File: src/rtl/branch_resolver_if.sv
// Request/result bundle for the two-stage branch resolver.
// The master modport drives requests and consumes results. The slave modport is the resolver side.
interface branch_resolver_if #(
    parameter int unsigned WIDTH = 32,
    parameter int unsigned CNT_W = 16
);
    logic             flush;
    logic             in_valid;
    logic             in_ready;
    logic [WIDTH-1:0] a;
    logic [WIDTH-1:0] b;
    logic [2:0]       br_op;
    logic [31:0]      pc;
    logic [15:0]      imm;
    logic             pred_taken;

    logic             out_valid;
    logic             out_ready;
    logic             taken;
    logic [31:0]      target;
    logic [31:0]      next_pc;
    logic             mispredict;
    logic [CNT_W-1:0] branch_count;
    logic [CNT_W-1:0] mispredict_count;

    modport master (
        output flush, in_valid, a, b, br_op, pc, imm, pred_taken, out_ready,
        input  in_ready, out_valid, taken, target, next_pc, mispredict,
               branch_count, mispredict_count
    );

    modport slave (
        input  flush, in_valid, a, b, br_op, pc, imm, pred_taken, out_ready,
        output in_ready, out_valid, taken, target, next_pc, mispredict,
               branch_count, mispredict_count
    );
endinterface

File: src/rtl/branch_resolver.sv
// Two-stage branch resolver. S1 captures compare flags and the target. S2 evaluates the condition and holds the result.
// Both stages use valid/ready with flush, and the unit keeps saturating handoff and mispredict counters.
module branch_resolver #(
    parameter int unsigned WIDTH = 32,
    parameter int unsigned CNT_W = 16
) (
    input  logic              i_clk,
    input  logic              i_rst,
    branch_resolver_if.slave  bus
);
    localparam int unsigned PC_W  = 32;
    localparam int unsigned IMM_W = 16;
    localparam int unsigned EXT_W = PC_W - IMM_W - 2;

    localparam logic [2:0] OP_BEQ  = 3'b000;
    localparam logic [2:0] OP_BNE  = 3'b001;
    localparam logic [2:0] OP_BLT  = 3'b010;
    localparam logic [2:0] OP_BGE  = 3'b011;
    localparam logic [2:0] OP_BLTU = 3'b100;
    localparam logic [2:0] OP_BGEU = 3'b101;
    localparam logic [2:0] OP_BGT  = 3'b110;
    localparam logic [2:0] OP_BLE  = 3'b111;

    localparam logic [CNT_W-1:0] CNT_MAX = '1;

    // Operand and address arithmetic for S1
    logic [WIDTH-1:0] w_a;
    logic [WIDTH-1:0] w_b;
    logic             w_eq;
    logic             w_lt_s;
    logic             w_lt_u;
    logic [PC_W-1:0]  w_imm_ext;
    logic [PC_W-1:0]  w_pc_plus4;
    logic [PC_W-1:0]  w_target;

    assign w_a        = bus.a;
    assign w_b        = bus.b;
    assign w_eq       = (w_a == w_b);
    assign w_lt_s     = ($signed(w_a) < $signed(w_b));
    assign w_lt_u     = (w_a < w_b);
    assign w_imm_ext  = {{EXT_W{bus.imm[IMM_W-1]}}, bus.imm, 2'b00};
    assign w_pc_plus4 = bus.pc + PC_W'(4);
    assign w_target   = w_pc_plus4 + w_imm_ext;

    // Stage registers
    logic             r_s1_valid;
    logic             r_s1_eq;
    logic             r_s1_lt_s;
    logic             r_s1_lt_u;
    logic [2:0]       r_s1_op;
    logic             r_s1_pred;
    logic [PC_W-1:0]  r_s1_pc4;
    logic [PC_W-1:0]  r_s1_target;

    logic             r_s2_valid;
    logic             r_s2_taken;
    logic [PC_W-1:0]  r_s2_target;
    logic [PC_W-1:0]  r_s2_next_pc;
    logic             r_s2_mis;

    logic [CNT_W-1:0] r_branch_cnt;
    logic [CNT_W-1:0] r_mis_cnt;

    // Handshake: S2 refills when empty or draining, and S1 frees up as it moves into S2
    logic w_handoff;
    logic w_s2_load;
    logic w_s1_adv;
    logic w_in_ready;
    logic w_accept;

    assign w_handoff  = r_s2_valid & bus.out_ready;
    assign w_s2_load  = ~r_s2_valid | w_handoff;
    assign w_s1_adv   = r_s1_valid & w_s2_load;
    assign w_in_ready = ~i_rst & ~bus.flush & (~r_s1_valid | w_s1_adv);
    assign w_accept   = bus.in_valid & w_in_ready;

    always_ff @(posedge i_clk) begin
        if (i_rst) begin
            r_s1_valid  <= 1'b0;
            r_s1_eq     <= 1'b0;
            r_s1_lt_s   <= 1'b0;
            r_s1_lt_u   <= 1'b0;
            r_s1_op     <= 3'b000;
            r_s1_pred   <= 1'b0;
            r_s1_pc4    <= '0;
            r_s1_target <= '0;
        end else begin
            if (bus.flush) begin
                r_s1_valid <= 1'b0;
            end else if (w_accept) begin
                r_s1_valid <= 1'b1;
            end else if (w_s1_adv) begin
                r_s1_valid <= 1'b0;
            end
            if (w_accept) begin
                r_s1_eq     <= w_eq;
                r_s1_lt_s   <= w_lt_s;
                r_s1_lt_u   <= w_lt_u;
                r_s1_op     <= bus.br_op;
                r_s1_pred   <= bus.pred_taken;
                r_s1_pc4    <= w_pc_plus4;
                r_s1_target <= w_target;
            end
        end
    end

    // Condition evaluation from the registered flags
    logic w_cond;

    always_comb begin
        w_cond = 1'b0;
        case (r_s1_op)
            OP_BEQ:  w_cond = r_s1_eq;
            OP_BNE:  w_cond = ~r_s1_eq;
            OP_BLT:  w_cond = r_s1_lt_s;
            OP_BGE:  w_cond = ~r_s1_lt_s;
            OP_BLTU: w_cond = r_s1_lt_u;
            OP_BGEU: w_cond = ~r_s1_lt_u;
            OP_BGT:  w_cond = ~r_s1_lt_s & ~r_s1_eq;
            OP_BLE:  w_cond = r_s1_lt_s | r_s1_eq;
            default: w_cond = 1'b0;
        endcase
    end

    always_ff @(posedge i_clk) begin
        if (i_rst) begin
            r_s2_valid   <= 1'b0;
            r_s2_taken   <= 1'b0;
            r_s2_target  <= '0;
            r_s2_next_pc <= '0;
            r_s2_mis     <= 1'b0;
        end else begin
            if (bus.flush) begin
                r_s2_valid <= 1'b0;
            end else if (w_s2_load) begin
                r_s2_valid <= r_s1_valid;
            end
            // Payload only moves with a live entry, so it holds while stalled
            if (w_s1_adv && !bus.flush) begin
                r_s2_taken   <= w_cond;
                r_s2_target  <= r_s1_target;
                r_s2_next_pc <= w_cond ? r_s1_target : r_s1_pc4;
                r_s2_mis     <= w_cond ^ r_s1_pred;
            end
        end
    end

    // Saturating statistics. A handoff on a flush cycle still counts.
    always_ff @(posedge i_clk) begin
        if (i_rst) begin
            r_branch_cnt <= '0;
            r_mis_cnt    <= '0;
        end else if (w_handoff) begin
            if (r_branch_cnt != CNT_MAX) begin
                r_branch_cnt <= r_branch_cnt + CNT_W'(1);
            end
            if (r_s2_mis && (r_mis_cnt != CNT_MAX)) begin
                r_mis_cnt <= r_mis_cnt + CNT_W'(1);
            end
        end
    end

    assign bus.in_ready         = w_in_ready;
    assign bus.out_valid        = r_s2_valid;
    assign bus.taken            = r_s2_taken;
    assign bus.target           = r_s2_target;
    assign bus.next_pc          = r_s2_next_pc;
    assign bus.mispredict       = r_s2_mis;
    assign bus.branch_count     = r_branch_cnt;
    assign bus.mispredict_count = r_mis_cnt;
endmodule
File: src/flat_wrapper.sv
// flat-port wrapper written by rule: the top's interface ports become plain ports
module branch_resolver_flat 
#(
    parameter int unsigned WIDTH = 32,
    parameter int unsigned CNT_W = 16
)
  (i_clk, i_rst, bus_flush, bus_in_valid, bus_a, bus_b, bus_br_op, bus_pc, bus_imm, bus_pred_taken, bus_out_ready, bus_in_ready, bus_out_valid, bus_taken, bus_target, bus_next_pc, bus_mispredict, bus_branch_count, bus_mispredict_count);
  branch_resolver_if #(.WIDTH(WIDTH), .CNT_W(CNT_W)) bus_i ();
  input  logic i_clk;
  input  logic i_rst;
  input wire logic [$bits(bus_i.flush)-1:0] bus_flush;
  input wire logic [$bits(bus_i.in_valid)-1:0] bus_in_valid;
  input wire logic [$bits(bus_i.a)-1:0] bus_a;
  input wire logic [$bits(bus_i.b)-1:0] bus_b;
  input wire logic [$bits(bus_i.br_op)-1:0] bus_br_op;
  input wire logic [$bits(bus_i.pc)-1:0] bus_pc;
  input wire logic [$bits(bus_i.imm)-1:0] bus_imm;
  input wire logic [$bits(bus_i.pred_taken)-1:0] bus_pred_taken;
  input wire logic [$bits(bus_i.out_ready)-1:0] bus_out_ready;
  output wire logic [$bits(bus_i.in_ready)-1:0] bus_in_ready;
  output wire logic [$bits(bus_i.out_valid)-1:0] bus_out_valid;
  output wire logic [$bits(bus_i.taken)-1:0] bus_taken;
  output wire logic [$bits(bus_i.target)-1:0] bus_target;
  output wire logic [$bits(bus_i.next_pc)-1:0] bus_next_pc;
  output wire logic [$bits(bus_i.mispredict)-1:0] bus_mispredict;
  output wire logic [$bits(bus_i.branch_count)-1:0] bus_branch_count;
  output wire logic [$bits(bus_i.mispredict_count)-1:0] bus_mispredict_count;
  assign bus_i.flush = bus_flush;
  assign bus_i.in_valid = bus_in_valid;
  assign bus_i.a = bus_a;
  assign bus_i.b = bus_b;
  assign bus_i.br_op = bus_br_op;
  assign bus_i.pc = bus_pc;
  assign bus_i.imm = bus_imm;
  assign bus_i.pred_taken = bus_pred_taken;
  assign bus_i.out_ready = bus_out_ready;
  assign bus_in_ready = bus_i.in_ready;
  assign bus_out_valid = bus_i.out_valid;
  assign bus_taken = bus_i.taken;
  assign bus_target = bus_i.target;
  assign bus_next_pc = bus_i.next_pc;
  assign bus_mispredict = bus_i.mispredict;
  assign bus_branch_count = bus_i.branch_count;
  assign bus_mispredict_count = bus_i.mispredict_count;
  branch_resolver #(.WIDTH(WIDTH), .CNT_W(CNT_W)) u_core (.i_clk(i_clk), .i_rst(i_rst), .bus(bus_i));
endmodule
File: config.mk
export PLATFORM = sky130hd
export DESIGN_NAME = branch_resolver_flat
export DESIGN_NICKNAME = d
export VERILOG_FILES = /design/src/rtl/branch_resolver_if.sv /design/src/rtl/branch_resolver.sv /design/src/flat_wrapper.sv
export SDC_FILE = /design/constraint.sdc
export NUM_CORES = 1
export LEC_CHECK = 0
export CAP_MARGIN = 30
export CORE_MARGIN = 2
export CORE_UTILIZATION = 45
export CTS_CLUSTER_DIAMETER = 30
export DETAILED_ROUTE_END_ITERATION = 7
export GPL_TIMING_DRIVEN = 0
export MAX_ROUTING_LAYER = met4
export PLACE_DENSITY_LB_ADDON = 0.05
export SYNTH_ARGS = -nofsm -noshare
export SYNTH_HDL_FRONTEND = slang
export SYNTH_SLANG_ARGS = --single-unit
File: constraint.sdc
create_clock -name i_clk -period 4.4 [get_ports i_clk]
set_clock_uncertainty 0.15 [all_clocks]
set_input_delay 1.1 -clock i_clk [delete_from_list [all_inputs] [get_ports i_clk]]
set_output_delay 1.1 -clock i_clk [all_outputs]
set_load 0.005 [all_outputs]
==> impl_metrics.yaml <==
yosys:
  synthAdderAreaFrac_pct: 9.21
  synth-compound-area-share_pct: 16.4
  synth_simple_gate_area_share_pct: 22.1
  synth_top_family_by_area: "simple AND/OR/NAND/NOR gates"
  avgSynthCellArea_um2: 8.08
  yosysTopAreaCellShare_pct: 36.8
  synth_xor_xnor_area_share_pct: 7.52
  ys_types: 59
  synth_edf_count: 0
  async_flop_share_pct: 0
  ys_top_cells_by_area: "dfxtp_1 (37%), ha_1 (9.0%), nand2_1 (6.8%)"
  synth_area_um2: 9180
  yosysTopAreaCell: "dfxtp_1"
  synthCells: 1137
  synth-main-ff-cell: "dfxtp_1"
  yosysSeqAreaShare_pct: 36.8
  ys_ff_latch: 169
  synthMuxAreaShare_pct: 3.60
  yosys_warnings: 0
  syn_nets: 1325
final_layout:
  stdcell_count: 1679
  drive_gt1_share_pct: 8.30
  fin_area_um2: 12800
  final_nets: 1584
  n_antenna_cell: 0
  syn_to_final_growth_pct: 39.0
  fillers: 1818
setup_path:
  reg2reg_slack_ns: 1.70
  r2r_cells: 7
  crit_fanout: 7
  arrival_ns: 4.50
  path_buf_inv: 1
  reg2reg_to: "u_core.r_s1_target[9]"
  worst_setup_path_start_kind: "input port"
  crit_required_ns: 4.60
  cp_slowest_cell: "or4_4"
  crit_path_frequent_cell: "a21o_1"
  endpoint_kind: "register"
  crit_chain: "clkbuf_2, nand4_1, or4_4, nor2_4, nand2_2, xnor2_2, ha_4, a21o_1, a21o_1, a21oi_2, nor2_1, a31oi_1, o21ai_1, o211a_1, o21a_1, o31ai_1"
  r2r_start: "u_core.bus.out_valid"
  cp_top_family: "compound AO/OA/AOI/OAI gates"
  max_stage_delay_ns: 0.63
  path_class: "in -> reg"
floorplan:
  die_h_um: 147
  die-area_um2: 21600
  die_w_um: 147
  io_pins: 221
  start_util_pct: 45.7
  core_area_um2: 20100
  rows: 52
sta:
  tightest_slew_ns: 0.711
  maxSlewHeadroom_pct: 52.6
  post-route-min-period_ns: 4.30
  maxSlewViolCount: 0
  setup_viol: 0
  hold_viol: 0
  setup_tns_ns: 0
  grt_setup_unrepaired: "no"
  timing.final.ws_setup_ns: 0.0979
  finalCritPeriodShare_pct: 97.8
  timing.fmax_mhz: 232
cts:
  h-tree-depth: 4
  cts_tree: "built"
  clk_latency_ns: 0.44
  cts_root_buf: "clkbuf_16"
  cts.clk_slew.worst_paths_ns: 0.07
  cts_buffers: 17
  cts.sinks: 169
  hold_buffers: 0
  clock_path_buffers: 2
power:
  power_frac_clock_pct: 41.2
  p_seq_share_pct: 41.0
  p_leak_nw: 4.92
  switching_share_pct: 27.7
  switchingPower_w: 0.00109
  pwr-share-comb_pct: 17.8
  ir_worst_vdd_uv: 259
  power_density_nw_per_um2: 308
  internal-power_w: 0.00284
global_route:
  antenna_found_initial: 0
  grt_overflow: 0
  grt_max_degree: 17
  grt_pass1_wl_um: 44000
  gr-usage-all-layers_pct: 26.6
  grt_pass1_vias: 8429
drt:
  vias: 8962
  routed_via_density: 5.34
  wl_per_cell_um: 16.6
  drc: 0
  ant_nets: 0
  firstDrtPassIters: 5
  drt_iter0_markers: 467
  routed_wl_um: 27900
status:
  status: "complete, no violations"
placed_design:
  place_hpwl_um: 21200
  placed_cell_area_um2: 11700
  gp_congestion: 0.919
  dp_cells: 1626
  pre_cts_ws_ns: -1.11
  numPortBuffers: 219
hold_path:
  whs_endpoint: "u_core.bus.target[15]"
  whs_path_depth: 2
  min_from: "u_core.bus.target[15]"
  hp-class: "reg -> reg"
flow_run:
  max-cap-violations: 0
metal layers:
metal  track usage, %  routed length, um
met1             35.0              13000
met2             42.9              13100
met3             3.91               1270
met4             7.23                524
met5                -                  0
registers in the layout, summed over array words and instances (netlist names):
signal	count
u_core.r_s1_lt_u	1
u_core.bus.target	32
u_core.r_s1_op	3
u_core.r_s1_target	32
u_core.bus.mispredict	1
u_core.r_s1_lt_s	1
u_core.bus.branch_count	16
u_core.r_s1_eq	1
u_core.bus.out_valid	1
u_core.bus.taken	1
u_core.r_s1_pc4	30
u_core.bus.next_pc	32
u_core.r_s1_pred	1
u_core.bus.mispredict_count	16
u_core.r_s1_valid	1
cell families after synthesis:
group | count (synthesis)
xor+xnor | 78
buf+inv | 102
flops | 169
simple gates | 447
mux | 33
fa+ha+maj | 67
compound gates | 241
power by group through the flow:
stage	clock (W)	sequential (W)	combinational, W
3_3_place_gp	0	0.00165	0.000638
3_5_place_dp	0	0.00165	0.000645
6_report	0.00162	0.00161	0.000699
4_1_cts	0.00163	0.00161	0.000667
5_1_grt	0.00169	0.00162	0.000769
2_1_floorplan	0	0.00164	0.000385
layout by cell type (no fill, tap or decap), drive strengths merged, types with 23 or more instances in the layout:
cell type,count
ha,66
nand4,23
o21ai,35
xnor2,39
clkdlybuf4s50,205
nor3,28
a21o,29
clkbuf,63
mux2i,33
a21oi,102
buf,38
inv,53
nor2,136
nand3,29
dfxtp,169
xor2,39
nand2,167
a211oi,37
tightest hold or removal path, stage by stage, from the launching register on:
cell     delay, ns
dfxtp_1       0.31
nand2_1       0.05
a21oi_1       0.05
per-stage QoR:
stage,power (W),utilization [%],hold WS (ns)
3_3_place_gp,0.00229,58.3,0.293
5_1_grt,0.00408,63.5,0.321
2_1_floorplan,0.00202,-,0.286
3_5_place_dp,0.00229,58.3,0.296
6_report,0.00393,63.5,0.305
4_1_cts,0.00391,62.4,0.305
what timing repair did:
action / CTS / global route
setup endpoints to repair: 17 / 11
cloned: 0 / 0
resized for setup: 39 / 34
pin swaps: 17 / 25
buffers inserted: 14 / 10
Yosys cell counts, types with 4 or more instances:
cell type	instances
nand3_1	29
a21oi_1	101
a21o_1	27
nand2_1	167
and4_1	9
inv_1	45
nor2_1	135
o21a_1	5
nand4_1	23
nor2b_1	4
clkbuf_1	44
mux2i_1	33
or3_1	8
buf_1	7
o21ai_0	33
a31oi_1	7
a211oi_1	37
xor2_1	39
ha_1	66
nand3b_1	14
dfxtp_1	169
xnor2_1	38
nor3_1	28
and2_1	5
o31ai_1	6
and3_1	12
worst max-delay path by stage:
| stage | start | endpoint | slack (ns) | depth (start not counted) |
|---|---|---|---|---|
| after global placement | bus_pc[6] | u_core.r_s1_target[31] | -1.12 | 16 |
| after detailed placement | bus_pc[6] | u_core.r_s1_target[31] | -1.11 | 16 |
| after CTS | bus_pc[5] | u_core.r_s1_target[29] | 0.0004 | 18 |
| final | bus_pc[7] | u_core.r_s1_target[30] | 0.1 | 16 |
| after global routing | bus_pc[6] | u_core.r_s1_target[30] | 0.02 | 16 |
| after floorplan | bus_pc[6] | u_core.r_s1_target[31] | 0.01 | 16 |
final cells by class:
cell class	count	area [um2]	area share, %
buffer	53	214	1.68
clock buffer	19	443	3.47
clock inverter	13	178	1.39
inverter	45	169	1.32
multi-input combinational	866	5650	44.3
sequential	169	3380	26.5
tap	270	338	2.65
timing repair buffer	244	2380	18.7
No activity file was read; power rests on OpenSTA's default activity.
